<file path="src/rtl/alu_arbiter.sv">
// alu_arbiter: two-requester round-robin arbiter and sequencer for the shared alu.
// Requests are granted in IDLE, operands are driven to the alu from registers in EXEC,
// and the captured result plus derived flags are returned in RESP.
// Optional build macro: ALU_ARB_OPCHECK_EN rejects opcodes outside {ADD, SUB, SUBS, AND, OR}
// and adds the o_rsp0_err / o_rsp1_err outputs.
module alu_arbiter #(
   parameter int DATA_WIDTH   = 36,
   parameter int ALU_OP_WIDTH = 3
) (
   input  logic                    i_clk,
   input  logic                    i_rst,
   input  logic                    i_req0_valid,
   output logic                    o_req0_ready,
   input  logic [DATA_WIDTH-1:0]   i_req0_a,
   input  logic [DATA_WIDTH-1:0]   i_req0_b,
   input  logic [ALU_OP_WIDTH-1:0] i_req0_op,
   input  logic                    i_req1_valid,
   output logic                    o_req1_ready,
   input  logic [DATA_WIDTH-1:0]   i_req1_a,
   input  logic [DATA_WIDTH-1:0]   i_req1_b,
   input  logic [ALU_OP_WIDTH-1:0] i_req1_op,
   output logic                    o_rsp0_valid,
   input  logic                    i_rsp0_ready,
   output logic [DATA_WIDTH-1:0]   o_rsp0_result,
   output logic                    o_rsp0_zero,
   output logic                    o_rsp0_negative,
   output logic                    o_rsp1_valid,
   input  logic                    i_rsp1_ready,
   output logic [DATA_WIDTH-1:0]   o_rsp1_result,
   output logic                    o_rsp1_zero,
   output logic                    o_rsp1_negative,
   output logic [DATA_WIDTH-1:0]   o_alu_a,
   output logic [DATA_WIDTH-1:0]   o_alu_b,
   output logic [ALU_OP_WIDTH-1:0] o_alu_op,
   input  logic [DATA_WIDTH-1:0]   i_alu_result,
`ifdef ALU_ARB_OPCHECK_EN
   output logic                    o_rsp0_err,
   output logic                    o_rsp1_err,
`endif
   output logic                    o_busy
);

   // Opcode encodings shared with alu_defs.vh.
   localparam logic [ALU_OP_WIDTH-1:0] ALU_SUBS = ALU_OP_WIDTH'(4);
`ifdef ALU_ARB_OPCHECK_EN
   localparam logic [ALU_OP_WIDTH-1:0] ALU_ADD  = ALU_OP_WIDTH'(0);
   localparam logic [ALU_OP_WIDTH-1:0] ALU_SUB  = ALU_OP_WIDTH'(1);
   localparam logic [ALU_OP_WIDTH-1:0] ALU_AND  = ALU_OP_WIDTH'(2);
   localparam logic [ALU_OP_WIDTH-1:0] ALU_OR   = ALU_OP_WIDTH'(3);
`endif

   typedef enum logic [1:0] {IDLE, EXEC, RESP} state_t;

   state_t                  state_reg, state_next;
   logic                    ptr_reg;      // requester favoured when both are valid
   logic                    owner_reg;    // requester that owns the current transaction
   logic [DATA_WIDTH-1:0]   a_reg, b_reg, result_reg;
   logic [ALU_OP_WIDTH-1:0] op_reg;
   logic                    subs_reg, zero_reg, neg_reg;
   logic                    grant, win, rsp_ready_sel;
   logic [1:0]              req_valid, req_ready, rsp_valid, rsp_ready;
   logic [ALU_OP_WIDTH-1:0] win_op;
`ifdef ALU_ARB_OPCHECK_EN
   logic                    bad_reg, err_reg, win_op_ok;
`endif

   assign req_valid = {i_req1_valid, i_req0_valid};
   assign rsp_ready = {i_rsp1_ready, i_rsp0_ready};

   // Winner: a lone valid requester, otherwise the one the pointer favours.
   assign win           = req_valid[1] & (~req_valid[0] | ptr_reg);
   assign win_op        = win ? i_req1_op : i_req0_op;
   assign rsp_ready_sel = rsp_ready[owner_reg];

`ifdef ALU_ARB_OPCHECK_EN
   assign win_op_ok = (win_op == ALU_ADD) || (win_op == ALU_SUB) || (win_op == ALU_SUBS) ||
                      (win_op == ALU_AND) || (win_op == ALU_OR);
`endif

   // Per-requester handshake outputs: only the winner sees ready, only the owner sees valid.
   for (genvar gi = 0; gi < 2; gi++) begin : g_req
      assign req_ready[gi] = grant & (win == 1'(gi));
      assign rsp_valid[gi] = (state_reg == RESP) & (owner_reg == 1'(gi));
   end

   // State register.
   always_ff @(posedge i_clk) begin
      if (i_rst) state_reg <= IDLE;
      else       state_reg <= state_next;
   end

   // Next-state and grant decode; ready is held low while reset is asserted.
   always_comb begin
      state_next = state_reg;
      grant      = 1'b0;
      case (state_reg)
         IDLE: begin
            if (!i_rst && (|req_valid)) begin
               grant      = 1'b1;
               state_next = EXEC;
            end
         end
         EXEC:    state_next = RESP;
         RESP:    if (rsp_ready_sel) state_next = IDLE;
         default: state_next = IDLE;
      endcase
   end

   // Datapath: latch the granted request, then capture the alu result at the end of EXEC.
   always_ff @(posedge i_clk) begin
      if (i_rst) begin
         ptr_reg    <= 1'b0;
         owner_reg  <= 1'b0;
         a_reg      <= '0;
         b_reg      <= '0;
         op_reg     <= '0;
         subs_reg   <= 1'b0;
         result_reg <= '0;
         zero_reg   <= 1'b0;
         neg_reg    <= 1'b0;
`ifdef ALU_ARB_OPCHECK_EN
         bad_reg    <= 1'b0;
         err_reg    <= 1'b0;
`endif
      end else begin
         if (grant) begin
            ptr_reg   <= ~win;
            owner_reg <= win;
            a_reg     <= win ? i_req1_a : i_req0_a;
            b_reg     <= win ? i_req1_b : i_req0_b;
            subs_reg  <= (win_op == ALU_SUBS);
`ifdef ALU_ARB_OPCHECK_EN
            // An unsupported opcode never reaches the alu; the previous op stays on the bus.
            if (win_op_ok) op_reg <= win_op;
            bad_reg <= ~win_op_ok;
`else
            op_reg    <= win_op;
`endif
         end
         if (state_reg == EXEC) begin
`ifdef ALU_ARB_OPCHECK_EN
            if (bad_reg) begin
               result_reg <= '0;
               zero_reg   <= 1'b0;
               neg_reg    <= 1'b0;
               err_reg    <= 1'b1;
            end else begin
               result_reg <= i_alu_result;
               zero_reg   <= subs_reg & (i_alu_result == '0);
               neg_reg    <= subs_reg & i_alu_result[DATA_WIDTH-1];
               err_reg    <= 1'b0;
            end
`else
            result_reg <= i_alu_result;
            zero_reg   <= subs_reg & (i_alu_result == '0);
            neg_reg    <= subs_reg & i_alu_result[DATA_WIDTH-1];
`endif
         end
      end
   end

   assign o_req0_ready    = req_ready[0];
   assign o_req1_ready    = req_ready[1];
   assign o_rsp0_valid    = rsp_valid[0];
   assign o_rsp1_valid    = rsp_valid[1];
   assign o_rsp0_result   = result_reg;
   assign o_rsp1_result   = result_reg;
   assign o_rsp0_zero     = zero_reg;
   assign o_rsp1_zero     = zero_reg;
   assign o_rsp0_negative = neg_reg;
   assign o_rsp1_negative = neg_reg;
   assign o_alu_a         = a_reg;
   assign o_alu_b         = b_reg;
   assign o_alu_op        = op_reg;
   assign o_busy          = (state_reg != IDLE);
`ifdef ALU_ARB_OPCHECK_EN
   assign o_rsp0_err      = err_reg;
   assign o_rsp1_err      = err_reg;
`endif

endmodule

</file>
<file path="config.mk">
export PLATFORM = sky130hd
export DESIGN_NAME = alu_arbiter
export DESIGN_NICKNAME = d
export VERILOG_FILES = /design/src/rtl/alu_arbiter.sv
export SDC_FILE = /design/constraint.sdc
export NUM_CORES = 1
export LEC_CHECK = 0
export ABC_CLOCK_PERIOD_IN_PS = 2100
export CAP_MARGIN = 20
export CORE_UTILIZATION = 25
export DETAILED_ROUTE_END_ITERATION = 6
export PLACE_DENSITY_LB_ADDON = 0.25
export SLEW_MARGIN = 25
export SYNTH_ARGS = -nofsm -noshare
export SYNTH_HDL_FRONTEND = slang
export SYNTH_SLANG_ARGS = --single-unit
</file>
<file path="constraint.sdc">
create_clock -name i_clk -period 2.1 [get_ports i_clk]
set_input_delay 0.42 -clock i_clk [delete_from_list [all_inputs] [get_ports i_clk]]
set_output_delay 0.42 -clock i_clk [all_outputs]
set_load 0.05 [all_outputs]
</file>
==> results.toml <==
[synth]
synthFlopType = "sky130_fd_sc_hd__dfxtp_1"
post_synth_instance_area_um2 = 5320
ys_ff_latch = 118
synthesis.nets = 853
yosys.cell_types.count = 30
cell_with_the_most_instances_after_synthesis = "sky130_fd_sc_hd__nand2_1"
synth-warning-count = 0
synthDominantCellAreaShare_pct = 44.4
asyncSetResetFlopFracSynth_pct = 0
yosysSeqAreaShare_pct = 44.4
syn-mean-instance-area_um2 = 8.05
synth-edff-count = 0
post_synth_most_frequent_cells = "221 x sky130_fd_sc_hd__nand2_1, 118 x sky130_fd_sc_hd__dfxtp_1, 79 x sky130_fd_sc_hd__nor2_1"
postSynthCellCount = 661
post_synth_main_area_contributors = "sky130_fd_sc_hd__dfxtp_1 44%, sky130_fd_sc_hd__nand2_1 16%, sky130_fd_sc_hd__a311oi_2 8.5%"
netlist.top_cell.by_area = "sky130_fd_sc_hd__dfxtp_1"

[clock_network]
clk_pin_slew_worst_paths_ns = 0.06
numCtsBuffers = 17
clockBufferDepth = 2
clock_sink_total = 118
holdBufCountCts = 0
tritoncts = "built"
clock_tree.htree_level_count = 4
worstSkewPairLatency_ns = 0.42
clock-root-buffer = "sky130_fd_sc_hd__clkbuf_16"

[routing]
wire_per_inst_um = 15.1
vias = 5624
drt-vias-per-instance = 4.47
drt-pass1-iter-count = 4
post-route-drc-count = 0
antenna_violating_nets_post_route = 0
detail_route.iter0.violations = 189
totalWireLength_mm = 18.9

[floorplan]
fp.coreArea_um2 = 21000
fp.dieW_um = 148
num_io_pins = 348
number_of_placement_rows = 53
initial_core_util_pct = 25.4
floorplan.die.height_um = 148
floorplan.die_area_um2 = 21900

[global_route]
groute.usage.overall_pct = 17.3
grt_antenna_before_repair = 0
first_global_vias = 5614
grt_start_max_net_pins = 119
grt_pass1_wl_mm = 29.3
grt-ovfl-total = 0

[worst_setup_path]
cp_data_required_time_ns = 1.68
rrSetupSlack_ns = 0.11
timing_worst_setup_path_type = "reg -> out"
cpMaxStageDelayCell = "sky130_fd_sc_hd__or3_4"
element_type_at_the_critical_path_start = "flip-flop"
timing.critical_path.slowest_cell_delay_ns = 0.42
crit_path_cell_trace = "or2_4 -> or3_4 -> clkinv_4 -> nand2_4 -> clkinvlp_4 -> buf_12"
endpoint_kind = "output pin"
arrival_ns = 1.72
cpLargestDelayFamily = "simple AND/OR/NAND/NOR gates"
cp_max_fo = 4
cp.buffers_inverters = 3

[timing]
slew_viol_final = 0
hold_slack_ns = 0.468
post-route-min-period_ns = 2.14
fmaxAchievable_mhz = 467
hold_viol = 0
worst-slew-pin-transition_ns = 0.609
setup_repair_after_global_routing_missed_its_margin = "true"
setup_viol_count_final = 1
clock_skew_ns = 0.0181
totalNegativeSetupSlack_ns = -0.0413
final.setup.worst_slack_ns = -0.0413
period_share_pct = 102
timing.slew.headroom_pct = 59.4

[cells_and_area]
final_layout_size_suffix_gt1_share_pct = 12.0
final_nets = 1163
layout.cell_area.non_filler_um2 = 9700
syn_to_final_growth_pct = 82.1
num_antenna_cells = 0
utilization_pct = 46.3

[power_and_ir_drop]
p_leak_nw = 3.67
vdd.ir_drop.worst_v = 0.000458
cellPowerDensity_nw_per_um2 = 818

[placement]
instance_area_at_placement_um2 = 9050
numPortBuffers = 347
dp_hpwl_mm = 14.0
place.gp.congestion = 0.801

[run_status]
failed_checks = "setup timing"
status = "complete, but fails checks"

[run]
max_cap_violations = 0

[min_path]
holdCritPathClass = "reg -> reg"
worst register-to-register path, stage by stage (launching register included):
cell                       delay, ns
sky130_fd_sc_hd__dfxtp_2        0.32
sky130_fd_sc_hd__or2_4          0.24
sky130_fd_sc_hd__or3_4          0.42
sky130_fd_sc_hd__clkinv_4       0.07
sky130_fd_sc_hd__buf_4          0.09
sky130_fd_sc_hd__buf_4          0.12
sky130_fd_sc_hd__buf_12         0.15
sky130_fd_sc_hd__buf_12         0.18
sky130_fd_sc_hd__nor2_1         0.06
sky130_fd_sc_hd__a311oi_1       0.25
power by group:
part	leakage (nW)	switching, mW	internal (mW)
Combinational	2.42	1.49	1.04
Sequential	0.971	0.117	2.44
Clock	0.279	1.08	1.77
Total	3.67	2.68	5.25
repair_timing:
| action | 4_1_cts | 5_1_grt |
|---|---|---|
| setup buffers | 3 | 2 |
| pin swaps | 1 | 3 |
| gates resized for setup | 7 | 9 |
| setup endpoints to repair | 5 | 8 |
final timing paths:
kind / from / cells after the start / end
setup / recovery: state_reg[0] / 6 / o_req1_ready
hold / removal: o_rsp0_result[29] / 2 / o_rsp0_result[29]
setup reg to reg: state_reg[0] / 9 / o_alu_a[24]
hold reg to reg: o_rsp0_result[29] / 2 / o_rsp0_result[29]
metal layers:
metal | share of wire [%] | wire length (um) | track usage (%)
met1 | 40 | 7630 | 19.3
met2 | 49 | 9210 | 29.7
met3 | 9.2 | 1740 | 6.64
met4 | 1.9 | 369 | 6.39
met5 | 0 | 0 | 0
through the flow:
stage / worst slack, ns / cells / total power [mW]
2_1_floorplan: 0.00766 / 661 / 4.09
3_3_place_gp: -0.251 / 1222 / 5.13
3_5_place_dp: -0.283 / 1222 / 5.14
4_1_cts: -0.105 / 1256 / 8.07
5_1_grt: -0.123 / 1258 / 8.33
6_report: -0.0413 / 1258 / 7.93
area by class of cell:
class                           count  area (um2)
Fill cell                        2091       11300
Timing Repair Buffer              383        3960
Multi-Input combinational cell    447        2430
Sequential cell                   118        2360
Clock buffer                       19         443
Tap cell                          275         344
Clock inverter                     12         130
Inverter                            4        23.8
logic make-up (layout without fill, tap and decap cells):
kind of cell | count (synthesis) | after routing | share of synthesized area, %
flip-flops | 118 | 118 | 44.4
buffers and inverters | 96 | 418 | 10.8
AND/OR/NAND/NOR | 325 | 325 | 24.2
AO/OA/AOI/OAI | 119 | 119 | 20.1
multiplexers | 3 | 3 | 0.564
layout by cell type, fill, tap and decap left out, types with 7 or more instances in the layout:
master / synthesis / final
sky130_fd_sc_hd__clkdlybuf4s50_1: 0 / 327
sky130_fd_sc_hd__nand2_1: 221 / 220
sky130_fd_sc_hd__dfxtp_1: 118 / 116
sky130_fd_sc_hd__nor2_1: 79 / 78
sky130_fd_sc_hd__a311oi_1: 44 / 44
sky130_fd_sc_hd__a21oi_1: 39 / 39
sky130_fd_sc_hd__a311oi_2: 30 / 30
sky130_fd_sc_hd__buf_4: 43 / 29
sky130_fd_sc_hd__buf_12: 0 / 18
sky130_fd_sc_hd__clkbuf_16: 0 / 17
sky130_fd_sc_hd__nor4_1: 8 / 8
sky130_fd_sc_hd__dlymetal6s2s_1: 0 / 7
(Power assumes the default switching activity.)
